`src/rtl/s2_cfg_sequencer.sv`:
```
// rtl/s2_cfg_sequencer.sv - load/commit/settle configuration sequencer for an array of S2 logic cells
// Optional feature macro: CFG_PARITY_EN (9-bit config words with odd parity, sticky err output)
module s2_cfg_sequencer #(
  parameter int NUM_CELLS  = 4,
  parameter int SETTLE_CYC = 2
) (
  input  logic                   clk,
  input  logic                   clr,
  input  logic                   start,
  input  logic                   abort,
  input  logic                   in_valid,
`ifdef CFG_PARITY_EN
  input  logic [8:0]             in_data,
`else
  input  logic [7:0]             in_data,
`endif
  output logic                   in_ready,
  output logic [8*NUM_CELLS-1:0] cfg_out,
  output logic                   cell_clr,
  output logic                   busy,
`ifdef CFG_PARITY_EN
  output logic                   cfg_done,
  output logic                   err
`else
  output logic                   cfg_done
`endif
);

  localparam int CW    = (NUM_CELLS > 1) ? $clog2(NUM_CELLS) : 1;
  localparam int CFG_W = 8 * NUM_CELLS;
  localparam logic [CW-1:0] LAST_IDX    = CW'(NUM_CELLS - 1);
  localparam logic [3:0]    SETTLE_INIT = 4'(SETTLE_CYC - 1);

  typedef enum logic [1:0] {
    IDLE   = 2'd0,
    LOAD   = 2'd1,
    SETTLE = 2'd2,
    RUN    = 2'd3
  } state_t;

  state_t           state, state_nxt;
  logic [CW-1:0]    cnt, cnt_nxt;
  logic [3:0]       settle_cnt, settle_nxt;
  logic [CFG_W-1:0] shadow, shadow_nxt, shadow_wr;
  logic [CFG_W-1:0] cfg_nxt;
  logic             accept;
  logic             word_ok;
`ifdef CFG_PARITY_EN
  logic             err_nxt;
`endif

  // in_ready is a pure decode of state so a word can be taken on the first LOAD cycle
  assign in_ready = (state == LOAD);
  assign accept   = in_valid & in_ready;

`ifdef CFG_PARITY_EN
  // Odd parity: all nine bits must XOR to one
  assign word_ok = ^in_data;
`else
  assign word_ok = 1'b1;
`endif

  // Next-state, counters, shadow write and atomic commit
  always_comb begin
    state_nxt  = state;
    cnt_nxt    = cnt;
    settle_nxt = settle_cnt;
    shadow_nxt = shadow;
    cfg_nxt    = cfg_out;
`ifdef CFG_PARITY_EN
    err_nxt    = err;
`endif
    shadow_wr  = shadow;
    shadow_wr[{cnt, 3'b000} +: 8] = in_data[7:0];

    case (state)
      IDLE: begin
        if (start) begin
          state_nxt = LOAD;
          cnt_nxt   = '0;
`ifdef CFG_PARITY_EN
          err_nxt   = 1'b0;
`endif
        end
      end
      LOAD: begin
        if (abort) begin
          state_nxt  = IDLE;
          shadow_nxt = '0;
        end else if (accept) begin
          if (!word_ok) begin
            state_nxt  = IDLE;
            shadow_nxt = '0;
`ifdef CFG_PARITY_EN
            err_nxt    = 1'b1;
`endif
          end else if (cnt == LAST_IDX) begin
            // Last word goes straight into cfg_out along with the rest of the shadow
            shadow_nxt = shadow_wr;
            cfg_nxt    = shadow_wr;
            settle_nxt = SETTLE_INIT;
            state_nxt  = SETTLE;
          end else begin
            shadow_nxt = shadow_wr;
            cnt_nxt    = cnt + 1'b1;
          end
        end
      end
      SETTLE: begin
        if (settle_cnt == 4'd0) begin
          state_nxt = RUN;
        end else begin
          settle_nxt = settle_cnt - 4'd1;
        end
      end
      RUN: begin
        if (start) begin
          state_nxt = LOAD;
          cnt_nxt   = '0;
`ifdef CFG_PARITY_EN
          err_nxt   = 1'b0;
`endif
        end
      end
      default: state_nxt = IDLE;
    endcase
  end

  // State, counters and shadow register
  always_ff @(posedge clk or posedge clr) begin
    if (clr) begin
      state      <= IDLE;
      cnt        <= '0;
      settle_cnt <= 4'd0;
      shadow     <= '0;
    end else begin
      state      <= state_nxt;
      cnt        <= cnt_nxt;
      settle_cnt <= settle_nxt;
      shadow     <= shadow_nxt;
    end
  end

  // Registered outputs derived from the next state so they change on the transition edge
  always_ff @(posedge clk or posedge clr) begin
    if (clr) begin
      cfg_out  <= '0;
      cell_clr <= 1'b1;
      busy     <= 1'b0;
      cfg_done <= 1'b0;
`ifdef CFG_PARITY_EN
      err      <= 1'b0;
`endif
    end else begin
      cfg_out  <= cfg_nxt;
      cell_clr <= (state_nxt != RUN);
      busy     <= (state_nxt == LOAD) || (state_nxt == SETTLE);
      cfg_done <= (state_nxt == RUN);
`ifdef CFG_PARITY_EN
      err      <= err_nxt;
`endif
    end
  end

endmodule

```
`config.mk`:
```
export PLATFORM = sky130hd
export DESIGN_NAME = s2_cfg_sequencer
export DESIGN_NICKNAME = d
export VERILOG_FILES = /design/src/rtl/s2_cfg_sequencer.sv
export SDC_FILE = /design/constraint.sdc
export NUM_CORES = 1
export LEC_CHECK = 0
export CAP_MARGIN = 20
export CORE_MARGIN = 2
export CORE_UTILIZATION = 46
export CTS_CLUSTER_DIAMETER = 100
export CTS_CLUSTER_SIZE = 30
export DETAILED_ROUTE_END_ITERATION = 6
export PLACE_DENSITY_LB_ADDON = 0.3
export SLEW_MARGIN = 10
export SYNTH_ARGS = -nofsm -noshare
export SYNTH_HDL_FRONTEND = slang
export SYNTH_SLANG_ARGS = --single-unit
```
`constraint.sdc`:
```
create_clock -name clk -period 3 [get_ports clk]
set_input_delay 0.6 -clock clk [delete_from_list [all_inputs] [get_ports clk]]
set_output_delay 0.6 -clock clk [all_outputs]
set_load 0.02 [all_outputs]
```
# Word level (Yosys, flattened, before mapping)
# Index checks and enable logic that the tools add are counted.
totals:
  regBits: 75
  elab_cells: 59
  inputBits: 13
  output_inout_bits: 36
classes:
  n_addsub: 3
  shift: 2
  bitwise: 2
  reduce_logical: 11
  n_eq_ne: 14
  mux: 19
ops:
  columns: ["op", "count"]
  rows:
  - ["32-bit two-way mux", 2]
  - ["32-bit bitwise mux", 1]
  - ["8-bit by 7-bit variable shift with 32-bit output (first input constant)", 1]
  - ["8-bit by 7-bit variable part select with 32-bit output", 1]
  - ["2-bit two-way mux", 9]
  - ["4-bit two-way mux", 4]
  - ["2-bit == test (second input constant)", 5]
  - ["5-bit AND reduction", 2]
  - ["2-bit != test (second input constant)", 4]
  - ["4-bit one-hot mux with 2 select lines", 1]
  - ["5-bit negation with 7-bit output", 1]
  - ["2-bit by 1-bit != test with 1-bit output (second input constant)", 3]
  - ["2-bit one-hot mux with 3 select lines", 1]
  - ["2-bit nonzero test", 3]
  - ["2-bit by 1-bit == test with 1-bit output (second input constant)", 2]
  - ["4-bit zero test", 1]
  - ["2-bit one-hot mux with 2 select lines", 1]
  - ["4-bit AND reduction", 1]
  - ["4-bit by 1-bit subtractor with 4-bit output (second input constant)", 1]
  - ["2-bit by 1-bit adder with 2-bit output (second input constant)", 1]
  - ["2-bit zero test", 1]
  - ["2-bit AND reduction", 1]
  - ["2-bit OR reduction", 1]
  - ["1-bit AND", 1]
  - ["other kinds (2)", 2]

# Depth between registers and ports, before layout
depth:
  ltp_word: 7
  ltp_mapped: 8
  mapped_depth_nobuf: 7

# Least setup slack after synthesis
# OpenSTA, ideal clock, no wires.
synth_path:
  kind: "flip-flop to flip-flop"
  startpoint: "register cnt[0]"
  endpoint: "register shadow[10]"
  path_stages_with_launch: 7
  slack_ps: 1094
  arrival_ps: 1785
  setup_ps: 122
  path_cell_list: "dfrtp_1 inv_1 ha_1 and3b_2 and3b_1 buf_2 a32o_1"
synth_between:
  elab_chain_len: 5
  elab_cells_between_ends: 6
synth_rtl:
  columns: ["element", "line_no", "source"]
  rows:
  - ["start: declaration", "42", "logic [CW-1:0] cnt, cnt_nxt;"]
  - ["start signal: assignment", "138", "cnt <= cnt_nxt;"]
  - ["5-bit negation with 7-bit output *", "74", "shadow_wr[{cnt, 3'b000} +: 8] = in_data[7:0];"]
  - ["8-bit by 7-bit variable part select with 32-bit output / 8-bit by 7-bit variable shift with 32-bit output (equally long branches)", "74", null]
  - ["32-bit bitwise mux *", "74", null]
  - ["32-bit two-way mux *", "90", "end else if (accept) begin"]
  - ["32-bit two-way mux *", "87", "if (abort) begin"]
  - ["end signal: assignment", "140", "shadow <= shadow_nxt;"]
  - ["end: declaration", "44", "logic [CFG_W-1:0] shadow, shadow_nxt, shadow_wr;"]
# Every way passes the cells marked *; elsewhere a longest branch is shown, timed or not. The select of a mux whose other input is x is not followed.
# A chain may end at the register's enable or synchronous reset.

# Worst setup path after layout
layout_path:
  startpoint: "register state[1]"
  endpoint: "output port in_ready"
layout_between:
  elab_chain_len: 1
layout_rtl:
  columns: ["element", "line_no", "source"]
  rows:
  - ["start: declaration", "41", "state_t state, state_nxt;"]
  - ["start signal: assignment", "137", "state <= state_nxt;"]
  - ["2-bit by 1-bit == test with 1-bit output", "53", "assign in_ready = (state == LOAD);"]
  - ["end: declaration", "17", "output logic in_ready,"]
# Every way passes these cells.

==> flow_metrics.py <==
metrics = {
    "floorplanning": {
        "coreArea_mm2": 0.00733,
        "initial_core_util_pct": 48.2,
        "die-area_mm2": 0.00840,
        "fp-row-count": 31,
        "die_w_um": 91.7,
        "die_y_um": 91.7,
        "num_io_pins": 49,
    },
    "yosys": {
        "synth_top_family_by_area": "compound AO/OA/AOI/OAI gates",
        "syn_avg_cell_area_um2": 10.6,
        "yosys_warnings": 0,
        "synth-simple-area-share_pct": 15.1,
        "ys.flop_type": "dfrtp_1",
        "synth_mux_area_share_pct": 0,
        "synth-async-reset-ratio_pct": 100,
        "netlist_area_mm2": 0.00353,
        "synthCells": 335,
        "yosys_register_bits": 75,
        "syn_nets": 360,
        "synth-xor-area-share_pct": 0,
        "synth_cell_types": 41,
        "synth_fa_ha_area_share_pct": 4.25,
        "ys_seq_area_share_pct": 53.1,
        "synth_compound_area_share_pct": 22.6,
        "synth_edf_count": 0,
    },
    "global_route": {
        "grt_pass1_vias": 2647,
        "grt_pass1_wl_mm": 13.2,
        "grt.overflow.total": 0,
        "antenna_found_initial": 0,
        "grt_max_degree": 52,
        "gr-usage-all-layers_pct": 19.6,
    },
    "clocking": {
        "holdBufCountCts": 0,
        "cts_root_buffer": "clkbuf_8",
        "cts_tree": "done",
        "cts_htree_levels": 3,
        "postCtsSetupRepairBufs": 0,
        "cts_buffers": 9,
        "clk_latency_ns": 0.35,
        "cts_resized": 0,
        "clk_path_buf_depth": 2,
        "clkTransAtPathRegs_ns": 0.08,
        "clock-sinks": 75,
    },
    "place": {
        "place_area_mm2": 0.00406,
        "dpl.hpwl_mm": 5.17,
        "gp_congestion": 0.818,
        "pre_cts_slack_ns": 0.590,
        "dp.cells": 462,
        "io_buffer_count": 48,
    },
    "timing": {
        "finalWorstSetupSlack_ns": 0.749,
        "fmax_mhz": 444,
        "final-max-slew-violation-count": 0,
        "skew_ns": 0.0112,
        "grt_setup_unrepaired": "false",
        "setup-tns-final_ns": 0,
        "finalHoldViolCount": 0,
        "slew_headroom_pct": 61.9,
        "finalSetupViolCount": 0,
        "worst_pin_slew_ns": 0.571,
        "min_period_ns": 2.25,
        "timing.final.crit_share_pct": 75.0,
    },
    "final_layout": {
        "syn_to_final_growth_pct": 21.5,
        "fin_area_mm2": 0.00430,
        "nets": 399,
        "fillCellCount": 608,
        "drive_gt1_share_pct": 10.0,
        "fin_cells": 478,
        "antenna_cells": 0,
        "utilization_pct": 58.6,
    },
    "critical_path": {
        "worstPathRequired_ns": 2.40,
        "path_max_fanout": 3,
        "endpoint_kind": "output port",
        "cp.arrival_ns": 1.65,
        "crit_type": "flip-flop to output port",
        "start_kind": "flip-flop",
    },
    "detailed_routing": {
        "viasPerCell": 5.56,
        "drcViolationCount": 0,
        "drt_iter0_drc": 190,
        "drt-total-wl_mm": 7.56,
        "vias": 2660,
        "wl_per_cell_um": 15.8,
        "dr.pass1.iters": 4,
        "final_antenna_net_count": 0,
    },
    "power_and_ir_drop": {
        "ir_worst_vdd_mv": 0.388,
        "power_per_cell_area_mw_per_mm2": 887,
        "leakage_uw": 0.00193,
    },
    "run": {
        "cap_violations": 0,
    },
    "run_status": {
        "outcome": "finished clean",
    },
    "min_path": {
        "worstHoldPathType": "flip-flop to flip-flop",
    },
}
-- state kept, by name, indices dropped and copies added, names as in the netlist --
name / cells
cfg_out: 32
cfg_done: 1
state: 2
busy: 1
shadow: 32
cnt: 2
cell_clr: 1
settle_cnt: 4
-- worst paths after layout --
path	startpoint	end	slack, ns	cells past startpoint
hold / removal	shadow[13]$_DFFE_PP0P_	shadow[13]$_DFFE_PP0P_	0.48	2
max in group asynchronous	clr	cell_clr$_DFF_PP1_	1.68	3
min in group asynchronous	clr	cfg_out[9]$_DFFE_PP0P_	0.61	2
setup reg to reg	cnt[0]$_DFFE_PP0P_	shadow[5]$_DFFE_PP0P_	0.77	6
hold reg to reg	shadow[13]$_DFFE_PP0P_	shadow[13]$_DFFE_PP0P_	0.48	2
setup / recovery	state[1]$_DFF_PP0_	in_ready	0.75	3
-- critical path: stages (launching register included) --
cell             delay (ns)
dfrtp_1                0.41
inv_1                  0.11
ha_1                   0.18
clkdlybuf4s50_1        0.60
-- cells in the mapped netlist (all sizes together), types with 2 or more instances --
| master | number | area share (%) |
|---|---|---|
| nand2 | 16 | 1.7 |
| and4b | 2 | 0.57 |
| clkbuf | 9 | 0.96 |
| ha | 12 | 4.2 |
| a32oi | 2 | 0.50 |
| nor2b | 24 | 4.2 |
| dfrtp | 74 | 52 |
| and3b | 4 | 1.1 |
| o21ai | 15 | 2.1 |
| nor2 | 39 | 4.1 |
| nor3 | 2 | 0.28 |
| a32o | 22 | 6.2 |
| buf | 16 | 2.7 |
| o31a | 2 | 0.50 |
| and2 | 2 | 0.35 |
| a221oi | 8 | 2.0 |
| nand4b | 3 | 0.92 |
| a21o | 4 | 0.88 |
| a22o | 9 | 2.5 |
| inv | 12 | 1.3 |
| a31oi | 5 | 0.88 |
| a21oi | 42 | 6.1 |
-- cell usage in the layout, fill, tap and decap left out, types with 8 or more instances in the layout --
| cell type | instances |
|---|---|
| dfrtp_1 | 74 |
| ha_1 | 12 |
| clkdlybuf4s50_1 | 48 |
| clkbuf_8 | 11 |
| inv_1 | 10 |
| a22o_2 | 8 |
| o21ai_0 | 15 |
| a221oi_1 | 8 |
| a32o_1 | 22 |
| nor2b_1 | 24 |
| nand2_1 | 16 |
| nor2_1 | 39 |
| a21oi_1 | 41 |
-- layout make-up --
class	count	area (um^2)	share of cell area [%]
Clock inverter	5	83.8	1.95
Sequential cell	75	1880	43.7
Timing Repair Buffer	53	531	12.4
Tap cell	99	124	2.88
Clock buffer	11	151	3.52
Multi-Input combinational cell	223	1480	34.5
Inverter	12	45.0	1.05
-- report_power, final --
group | switching (uW) | leakage (uW) | total, uW | internal, uW
Sequential | 151 | 0.00101 | 1410 | 1250
Combinational | 855 | 0.000812 | 1510 | 655
Clock | 377 | 0.000112 | 893 | 517
-- stage by stage --
step | power, uW | hold slack [ns]
final | 3810 | 0.482
after floorplan | 2380 | 0.442
after global placement | 2910 | 0.456
after global routing | 4060 | 0.499
after detailed placement | 2950 | 0.473
after CTS | 3850 | 0.491
-- metal layers --
| layer | vias up | track usage, % | routed length, um |
|---|---|---|---|
| li1 | 1294 | - | - |
| met5 | - | 0 | 0 |
| met3 | 6 | 3.12 | 374 |
| met1 | 1293 | 28.5 | 3600 |
| met4 | 0 | 8.21 | 75 |
| met2 | 67 | 29.4 | 3510 |
-- logic make-up (layout without fill, tap and decap cells) --
logic type,after synthesis,count (layout)
buffers and inverters,37,81
AO/OA/AOI/OAI,113,113
adder cells (fa/ha/maj),12,12
flip-flops,75,75
AND/OR/NAND/NOR,98,98
Power figures use the tool's default switching activity.
